<file path="src/rtl/tag_lookup_ctrl_pkg.sv">
// Shared definitions for the two-way tag lookup controller: FSM encoding,
// tag-entry layout and default widths.
package tag_lookup_ctrl_pkg;

    localparam int DEF_AWIDTH = 3;
    localparam int DEF_TWIDTH = 15;

    // Entry layout is {valid, tag}; the valid flag sits just above the tag.
    localparam int VALID_BIT = DEF_TWIDTH;

    typedef enum logic [1:0] {
        ST_IDLE    = 2'd0,
        ST_COMPARE = 2'd1,
        ST_REFILL  = 2'd2,
        ST_WRITE   = 2'd3
    } state_e;

    function automatic int valid_bit_pos(input int twidth);
        return twidth;
    endfunction

endpackage

</file>
<file path="src/rtl/tag_lookup_ctrl_lru_array_2way.sv">
// Per-set LRU bit for a two-way cache: holds the way to evict next.
// Combinational read, single synchronous update port, cleared by reset.
module lru_array_2way #(
    parameter int AWIDTH = 3
) (
    input  logic              i_clock,
    input  logic              i_reset,
    input  logic [AWIDTH-1:0] i_rd_idx,
    output logic              o_rd_lru,
    input  logic              i_wr_en,
    input  logic [AWIDTH-1:0] i_wr_idx,
    input  logic              i_wr_lru
);

    localparam int DEPTH = 1 << AWIDTH;

    logic [DEPTH-1:0] r_bits;

    always_ff @(posedge i_clock) begin
        if (i_reset) begin
            r_bits <= '0;
        end else if (i_wr_en) begin
            r_bits[i_wr_idx] <= i_wr_lru;
        end
    end

    assign o_rd_lru = r_bits[i_rd_idx];

endmodule

</file>
<file path="src/rtl/tag_lookup_ctrl.sv">
// Two-way set-associative tag lookup controller: compares both ways, refills
// on a miss through the next level, and writes the victim tag entry.
module tag_lookup_ctrl
    import tag_lookup_ctrl_pkg::*;
#(
    parameter int AWIDTH = DEF_AWIDTH,
    parameter int TWIDTH = DEF_TWIDTH
) (
    input  logic                     clock,
    input  logic                     reset,
    input  logic                     req_valid,
    output logic                     req_ready,
    input  logic [TWIDTH+AWIDTH-1:0] req_addr,
    output logic                     rsp_valid,
    output logic                     rsp_hit,
    output logic                     rsp_way,
    output logic                     refill_req,
    output logic [TWIDTH+AWIDTH-1:0] refill_addr,
    input  logic                     refill_done,
    output logic [AWIDTH-1:0]        t0_addr,
    output logic [AWIDTH-1:0]        t1_addr,
    output logic [TWIDTH:0]          t0_din,
    output logic [TWIDTH:0]          t1_din,
    output logic                     t0_we,
    output logic                     t1_we,
    input  logic [TWIDTH:0]          t0_dout,
    input  logic [TWIDTH:0]          t1_dout
);

    localparam int VB = valid_bit_pos(TWIDTH);

    state_e                     r_state;
    logic [TWIDTH+AWIDTH-1:0]   r_addr;
    logic                       r_victim;

    logic [AWIDTH-1:0]          w_idx;
    logic [TWIDTH-1:0]          w_tag;
    logic                       w_hit0;
    logic                       w_hit1;
    logic                       w_hit_way;
    logic                       w_lru_rd;
    logic                       w_miss_victim;
    logic                       w_cmp_hit;
    logic                       w_write;
    logic                       w_lru_we;
    logic                       w_lru_wr;

    assign w_idx = r_addr[AWIDTH-1:0];
    assign w_tag = r_addr[TWIDTH+AWIDTH-1:AWIDTH];

    assign w_hit0    = t0_dout[VB] && (t0_dout[TWIDTH-1:0] == w_tag);
    assign w_hit1    = t1_dout[VB] && (t1_dout[TWIDTH-1:0] == w_tag);
    assign w_hit_way = !w_hit0;

    // Prefer an empty way before evicting by LRU.
    assign w_miss_victim = !t0_dout[VB] ? 1'b0 :
                           !t1_dout[VB] ? 1'b1 : w_lru_rd;

    // Reset masks every side effect so an abandoned request writes nothing.
    assign w_cmp_hit = (r_state == ST_COMPARE) && (w_hit0 || w_hit1) && !reset;
    assign w_write   = (r_state == ST_WRITE) && !reset;

    assign w_lru_we = w_cmp_hit || w_write;
    assign w_lru_wr = w_cmp_hit ? !w_hit_way : !r_victim;

    lru_array_2way #(
        .AWIDTH (AWIDTH)
    ) u_lru (
        .i_clock  (clock),
        .i_reset  (reset),
        .i_rd_idx (w_idx),
        .o_rd_lru (w_lru_rd),
        .i_wr_en  (w_lru_we),
        .i_wr_idx (w_idx),
        .i_wr_lru (w_lru_wr)
    );

    always_ff @(posedge clock) begin
        if (reset) begin
            r_state  <= ST_IDLE;
            r_addr   <= '0;
            r_victim <= 1'b0;
        end else begin
            case (r_state)
                ST_IDLE: begin
                    if (req_valid) begin
                        r_addr  <= req_addr;
                        r_state <= ST_COMPARE;
                    end
                end
                ST_COMPARE: begin
                    if (w_hit0 || w_hit1) begin
                        r_state <= ST_IDLE;
                    end else begin
                        r_victim <= w_miss_victim;
                        r_state  <= ST_REFILL;
                    end
                end
                ST_REFILL: begin
                    if (refill_done) begin
                        r_state <= ST_WRITE;
                    end
                end
                ST_WRITE: begin
                    r_state <= ST_IDLE;
                end
                default: begin
                    r_state <= ST_IDLE;
                end
            endcase
        end
    end

    // Hit results depend on RAM data arriving in COMPARE, so responses are
    // decoded from state rather than registered to keep accept+1 latency.
    assign req_ready   = (r_state == ST_IDLE);
    assign refill_req  = (r_state == ST_REFILL) && !reset;
    assign refill_addr = r_addr;

    assign t0_addr = (r_state == ST_IDLE) ? req_addr[AWIDTH-1:0] : w_idx;
    assign t1_addr = (r_state == ST_IDLE) ? req_addr[AWIDTH-1:0] : w_idx;
    assign t0_din  = {1'b1, w_tag};
    assign t1_din  = {1'b1, w_tag};
    assign t0_we   = w_write && !r_victim;
    assign t1_we   = w_write && r_victim;

    assign rsp_valid = w_cmp_hit || w_write;
    assign rsp_hit   = w_cmp_hit;
    assign rsp_way   = w_cmp_hit ? w_hit_way : (w_write && r_victim);

endmodule

</file>
<file path="config.mk">
export PLATFORM = sky130hd
export DESIGN_NAME = tag_lookup_ctrl
export DESIGN_NICKNAME = d
export VERILOG_FILES = /design/src/rtl/tag_lookup_ctrl_pkg.sv /design/src/rtl/tag_lookup_ctrl_lru_array_2way.sv /design/src/rtl/tag_lookup_ctrl.sv
export SDC_FILE = /design/constraint.sdc
export NUM_CORES = 1
export LEC_CHECK = 0
export CORE_ASPECT_RATIO = 1.2
export CORE_MARGIN = 2
export CORE_UTILIZATION = 35
export DETAILED_ROUTE_END_ITERATION = 7
export PLACE_DENSITY = 0.72
export SETUP_SLACK_MARGIN = 0.3
export SYNTH_ARGS = -nofsm -noshare
export SYNTH_HDL_FRONTEND = slang
export SYNTH_SLANG_ARGS = --single-unit
</file>
<file path="constraint.sdc">
create_clock -name clock -period 3.03 [get_ports clock]
set_input_delay 0.7575 -clock clock [delete_from_list [all_inputs] [get_ports clock]]
set_output_delay 0.7575 -clock clock [all_outputs]
set_load 0.1 [all_outputs]
</file>
==> results of run 1 <==
final cells by class:
cell class | instances | area (µm²)
Sequential cell | 29 | 618
Fill cell | 492 | 2230
Multi-Input combinational cell | 173 | 1340
Clock buffer | 5 | 68.8
Tap cell | 64 | 80.1
Inverter | 2 | 7.51
Timing Repair Buffer | 134 | 1230
Clock inverter | 3 | 17.5
state kept, by name, summed over array words and instances, names as in the netlist, named ones only:
register,flops
r_state,1
r_victim,1
refill_addr,18
u_lru.r_bits,8
worst max path at each step:
stage,end,slack [ps],cells past startpoint
5_1_grt,rsp_way,-250,10
2_1_floorplan,rsp_way,-640,7
4_1_cts,rsp_way,-200,7
3_3_place_gp,rsp_way,-530,7
3_5_place_dp,rsp_way,-500,7
6_report,rsp_way,-170,9
timing repair:
item / 4_1_cts / 5_1_grt
resized for setup: 136 / 17
buffers inserted: 5 / 3
pin swaps: 42 / 20
endpoints found under the setup margin: 3 / 4
hold endpoints to repair: 0 / 0
cell usage after synthesis, drive strengths merged (2+ instances only):
cell / number
nand2: 43
buf: 39
xnor2: 30
dfxtp: 29
a21oi: 27
clkbuf: 10
nor2: 9
nand4: 8
a41oi: 6
nor3: 6
o21ai: 5
a21o: 4
a311oi: 4
mux2: 4
o22ai: 4
nand3: 3
nor2b: 3
and2: 2
and3: 2
inv: 2
mux2i: 2
nor4: 2
or4: 2
cells by family after synthesis:
group,synth area share [%]
AND/OR/NAND/NOR,19.8
flip-flops,29.1
buffers and inverters,16.8
AO/OA/AOI/OAI,16.4
multiplexers,4.40
other,0.188
XOR/XNOR,13.2
stage by stage:
stage	instance area [µm²]	std cells	utilization (%)
CTS	3240	407	57.9
finish	3360	410	60.1
global route	3360	410	60.1
detailed placement	3130	394	56.0
global placement	3130	394	56.0
floorplan	2160	253	-
critical path, delay by kind of cell:
family	cells	cell delay (ps)
and+or+nand+nor	3	740
buffers and inverters	5	890
AOI/OAI and AO/OA	1	60
power by group:
group	total (W)	leakage, nW	switching, W	internal, W
registers	0.000460	0.246	0.0000523	0.000408
logic	0.000827	1.14	0.000573	0.000254
clock network	0.000316	0.0439	0.000158	0.000158
metal layers:
| metal | vias up | part of all wire (%) | GRT usage, % |
|---|---|---|---|
| li1 | 1022 | - | - |
| met1 | 1001 | 38 | 24.9 |
| met2 | 97 | 52 | 36.9 |
| met3 | 12 | 7.5 | 5.00 |
| met4 | 0 | 1.6 | 5.05 |
| met5 | - | 0 | 0 |
==> summary.md, run 1 <==
| Metric | Value |
|---|---|
| Worst skew pair latency | `290 ps` |
| Gpl congestion | `0.822` |
| Core ar. | `5590 µm²` |
| Fraction of layout cells with a size suffix above 1 | `50.3%` |
| Max Cap Viol | `0` |
| Htree depth | `2` |
| Critical Path Max Stage Delay | `360 ps` |
| Peak Freq | `313 MHz` |
| Final Max Slew Viols | `0` |
| LEAKAGE | `1.43 nW` |
| CTS Buffer Depth | `2` |
| Min-delay src | `refill_addr[12]$_SDFFE_PP0P_` |
| Commonest cells after routing, fill and taps aside | `buf_4, nand2_1, a21oi_1` |
| Seq/Total Area, Yosys | `29.1%` |
| CTS Sinks | `29` |
| First-pass GRT wire length | `10.1 mm` |
| Post-DP HPWL | `5.02 mm` |
| Synth Flop Type | `dfxtp_1` |
| Max-slew headroom | `54.4%` |
| Total Power | `0.00160 W` |
| Gate count of the mapped netlist | `252` |
| DR vias | `2,132` |
| RSZ-0062 raised after global routing | `true` |
| DP Worst Slack | `-505 ps` |
| Antenna cells | `0` |
| Cells along the critical path | `clkdlybuf4s15_1, nand4_1, buf_4, buf_6, nor4_4, buf_4, a21oi_4, nor4_4, buf_12` |
| Core Rows | `30` |
| Area share of the leading cell type in the synthesized netlist | `29.1%` |
| Final nets | `399` |
| Status | `finished, violations left` |
| Detailed Route WL | `6.70 mm` |
| Library cells used by synthesis | `37` |
| Syn. warnings | `0` |
| Worst reg2reg path depth | `9` |
| R2R setup slack | `780 ps` |
| Slowest-stage cell, CP | `nor4_4` |
| Critical Path Fanout Max | `2` |
| CP Capture Type | `output port` |
| Largest net degree at the start of global routing | `33` |
| Die Area | `6310 µm²` |
| WHS | `508 ps` |
| Commonest non-fill, non-tap cell in the layout | `buf_4` |
| Clk_skew | `9.07 ps` |
| RR Startpoint | `refill_addr[7]$_SDFFE_PP0P_` |
| Final WS setup | `-165 ps` |
| Number of global-route vias before repair | `1,979` |
| Failing checks | `negative setup slack` |
| I/O Buffers | `114` |
| Asr flop ratio synth | `0%` |
| Yosys top cell by area | `dfxtp_1` |
| Fin crit period | `3200 ps` |
| Period utilization | `105%` |
| CTS Buf Count | `5` |
| Die Ht | `86.6 µm` |
| Main area contributors after synthesis | `dfxtp_1, buf_4, xnor2_1, nand2_1, a21oi_1` |
| Syn-to-layout area delta | `68.8%` |
| Crit path DAT | `2440 ps` |
| Cts-stage hold buffer count | `0` |
| Die X | `72.9 µm` |
| Min-delay worst type | `flip-flop to flip-flop` |
| Wire per inst | `16.3 µm` |
| First-iteration detailed-routing DRC count | `126` |
| CTS tree | `built` |
| Overflow after GRT | `0` |
| Initial core utilization | `35.6%` |
| Count of antenna-violating nets left after detailed routing | `0` |
| Gr usage total | `20.7%` |
| Initial antenna violation count | `0` |
| CP startpoint kind | `input pin` |
| Cell at the root of the clock tree | `clkbuf_8` |
| Max VDD drop | `0.203 mV` |
| Worst Hold Depth | `2` |
| Ports | `117` |
| Syn Std Cell Area | `1990 µm²` |
| Register bit total from synthesis | `29` |
| Critical Path Start | `t1_dout[15]` |
| Cell Pwr Density | `477 nW/µm²` |
| Hold path endpoint | `refill_addr[12]$_SDFFE_PP0P_` |
| Worst slew pin tran | `684 ps` |
| Drt drc | `0` |
| CP required | `2270 ps` |
| Reg-to-reg endpoint | `r_victim$_SDFFE_PP0P_` |
| # setup viols final | `2` |
| Post-synth EDFFs | `0` |
| Final hold vios | `0` |
| Post-Route Setup TNS | `-233 ps` |
| Reg clk slew, reported paths | `60 ps` |
| DR pass1 iterations | `4` |
| WS Path Type | `input pin to output port` |
| Mean post-synth cell area | `7.90 µm²` |
| Via density | `5.20` |
(Power assumes the default switching activity.)
==> inputs of run 2 (changes only) <==
CORE_ASPECT_RATIO = not set   (was 1.2)
==> run 2 against run 1 <==
  * The run still ends with negative setup slack left
  * Combinational power down 2%
  * Die area about the same
  * Via count down 1.2%
  * Sequential power about the same
==> summary.md, run 2 (synthesis results as in run 1) <==
| Metric | Value |
|---|---|
| Status | `finished, violations left (unchanged)` |
| Failing checks | `negative setup slack (unchanged)` |
| Final Max Slew Viols | `0 (unchanged)` |
| Count of antenna-violating nets left after detailed routing | `0 (unchanged)` |
| Multi-input logic area | `1250 µm² (was 1340 µm²)` |
| Register area | `618 µm² (unchanged)` |
| RSZ-0062 raised after global routing | `true (unchanged)` |
| Final WS setup | `-145 ps (was -165 ps)` |
| LEAKAGE | `1.40 nW (was 1.43 nW)` |
| CP Capture Type | `output port (unchanged)` |
| Period utilization | `105% (about the same)` |
| Cell Pwr Density | `480 nW/µm² (was 477 nW/µm²)` |
| Max VDD drop | `0.365 mV (was 0.203 mV)` |
| I/O Buffers | `114 (unchanged)` |
| Fin crit period | `3180 ps (was 3200 ps)` |
| Post-Route Setup TNS | `-334 ps (was -233 ps)` |
| Wire per inst | `14.9 µm (was 16.3 µm)` |
| Via density | `4.99 (was 5.20)` |
| CP startpoint kind | `input pin (unchanged)` |
| Worst skew pair latency | `280 ps (was 290 ps)` |
| Gpl congestion | `0.810 (was 0.822)` |
| CP required | `2270 ps (about the same)` |
| Placed inst area | `3140 µm² (was 3130 µm²)` |
| Fraction of layout cells with a size suffix above 1 | `46.3% (was 50.3%)` |
| Min-delay src | `refill_addr[13]$_SDFFE_PP0P_ (was refill_addr[12]$_SDFFE_PP0P_)` |
| CTS Buf Count | `5 (unchanged)` |
| First-iteration detailed-routing DRC count | `129 (was 126)` |
| Final nets | `403 (was 399)` |
| DR pass1 iterations | `4 (unchanged)` |
| CTS Buffer Depth | `2 (unchanged)` |
| Largest net degree at the start of global routing | `33 (unchanged)` |
| Critical Path Fanout Max | `2 (unchanged)` |
| Drt drc | `0 (unchanged)` |
| Core ar. | `5510 µm² (was 5590 µm²)` |
| R2R setup slack | `680 ps (was 780 ps)` |
| Commonest non-fill, non-tap cell in the layout | `buf_4 (unchanged)` |
| DR vias | `2,107 (was 2,132)` |
| Detailed Route WL | `6.29 mm (was 6.70 mm)` |
| Worst slew pin tran | `704 ps (was 684 ps)` |
| CTS Sinks | `29 (unchanged)` |
| Die X | `79.4 µm (was 72.9 µm)` |
| Core Rows | `27 (was 30)` |
| DP Worst Slack | `-474 ps (was -505 ps)` |
| Cell at the root of the clock tree | `clkbuf_8 (unchanged)` |
| Commonest cells after routing, fill and taps aside | `buf_4, nand2_1, a21oi_1 (unchanged)` |
| RR Startpoint | `refill_addr[6]$_SDFFE_PP0P_ (was refill_addr[7]$_SDFFE_PP0P_)` |
| Htree depth | `2 (unchanged)` |
| Die Ht | `79.4 µm (was 86.6 µm)` |
| CTS tree | `built (unchanged)` |
| FILL cells | `497 (was 492)` |
| # setup viols final | `3 (was 2)` |
| Worst Hold Depth | `2 (unchanged)` |
| Fin area | `3320 µm² (was 3360 µm²)` |
| Final hold vios | `0 (unchanged)` |
| Initial antenna violation count | `0 (unchanged)` |
| WS Path Type | `input pin to output port (unchanged)` |
| Min-delay worst type | `flip-flop to flip-flop (unchanged)` |
| Initial core utilization | `36.2% (was 35.6%)` |
| First-pass GRT wire length | `9.83 mm (was 10.1 mm)` |
| Reg clk slew, reported paths | `60 ps (about the same)` |
| Overflow after GRT | `0 (unchanged)` |
| Clk_skew | `3.33 ps (was 9.07 ps)` |
| WHS | `510 ps (was 508 ps)` |
| Gr usage total | `19.9% (was 20.7%)` |
| Max-slew headroom | `53.1% (was 54.4%)` |
| Crit path DAT | `2420 ps (was 2440 ps)` |
| Max reg flops | `18 (unchanged)` |
| Antenna cells | `0 (unchanged)` |
| Reg-to-reg endpoint | `u_lru.r_bits[7]$_SDFFE_PP0P_ (was r_victim$_SDFFE_PP0P_)` |
| Post-DP HPWL | `4.73 mm (was 5.02 mm)` |
| Die Area | `6310 µm² (about the same)` |
| Max Cap Viol | `0 (unchanged)` |
| Number of global-route vias before repair | `1,987 (was 1,979)` |
| Hold path endpoint | `refill_addr[13]$_SDFFE_PP0P_ (was refill_addr[12]$_SDFFE_PP0P_)` |
| Worst reg2reg path depth | `10 (was 9)` |
| Syn-to-layout area delta | `66.9% (was 68.8%)` |
| Peak Freq | `315 MHz (was 313 MHz)` |
| Total Power | `0.00160 W (about the same)` |
| Ports | `117 (unchanged)` |
==> run 2: changes by cell type in the layout (fill, tap and decap cells not counted), moves of 2 or more <==
cell / previous run / this run
buf_2: 18 / 11
buf_4: 65 / 68
buf_6: 15 / 10
clkbuf_1: 0 / 2
clkbuf_2: 0 / 7
clkdlybuf4s15_1: 1 / 6
clkinv_2: 2 / 0
xnor2_1: 13 / 21
xnor2_2: 16 / 9
==> run 2: worst max-delay path by stage <==
stage / from / endpoint / slack, ps
floorplan: t1_dout[6] / rsp_way / -640
finish: t1_dout[3] / rsp_way / -150
detailed placement: t1_dout[8] / rsp_way / -470
CTS: t1_dout[12] / rsp_way / -140
global route: t1_dout[3] / rsp_way / -210
global placement: t1_dout[4] / rsp_way / -460
==> run 2: metrics by stage <==
| step | instances | util [%] |
|---|---|---|
| floorplan | 253 | - |
| global placement | 402 | 57.1 |
| finish | 422 | 60.4 |
| global route | 422 | 60.4 |
| detailed placement | 402 | 57.1 |
| CTS | 416 | 59.7 |
==> run 2: worst max-delay path: stages <==
cell	delay, ps
buf_6	90
xnor2_2	140
nand4_1	150
or4_4	550
and3_4	210
nor4_4	290
buf_12	220
==> run 2: power by group <==
part | internal [W] | leakage [nW] | total (W) | switching [W]
sequential | 0.000408 | 0.246 | 0.000457 | 0.0000489
combinational | 0.000244 | 1.11 | 0.000809 | 0.000565
clock | 0.000185 | 0.0455 | 0.000330 | 0.000145
==> run 2: layout make-up <==
cell class              instances  area share [%]
multi-input cells             173            37.6
repair buffers                138            38.2
well taps                      72            2.71
inverters                       2           0.226
flip-flops and latches         29            18.6
clock buffers                   8            2.71
==> run 2: what timing repair did <==
item / 4_1_cts / 5_1_grt
pin swaps: 20 / 20
gates cloned: 0 / 0
gates resized for setup: 110 / 12
hold buffers: 0 / 0
endpoints found under the hold margin: 0 / 0
setup endpoints to repair: 4 / 4
buffers inserted: 6 / 6
==> run 2: layer usage <==
layer  track usage [%]  wire length [µm]  part of all wire (%)  up-vias
met5                 0                 0                     0        -
met3              4.07               301                   4.8       12
met2              33.5              3110                    49       76
met1              25.2              2730                    43      985
met4              6.55               144                   2.3        0
li1                  -                 -                     -     1034
==> inputs of run 3 (changes only) <==
HOLD_SLACK_MARGIN = 0.06   (was not set)
==> results of run 3 <==
Same layout as run 2: the final DEF is identical, and so are final timing and power.
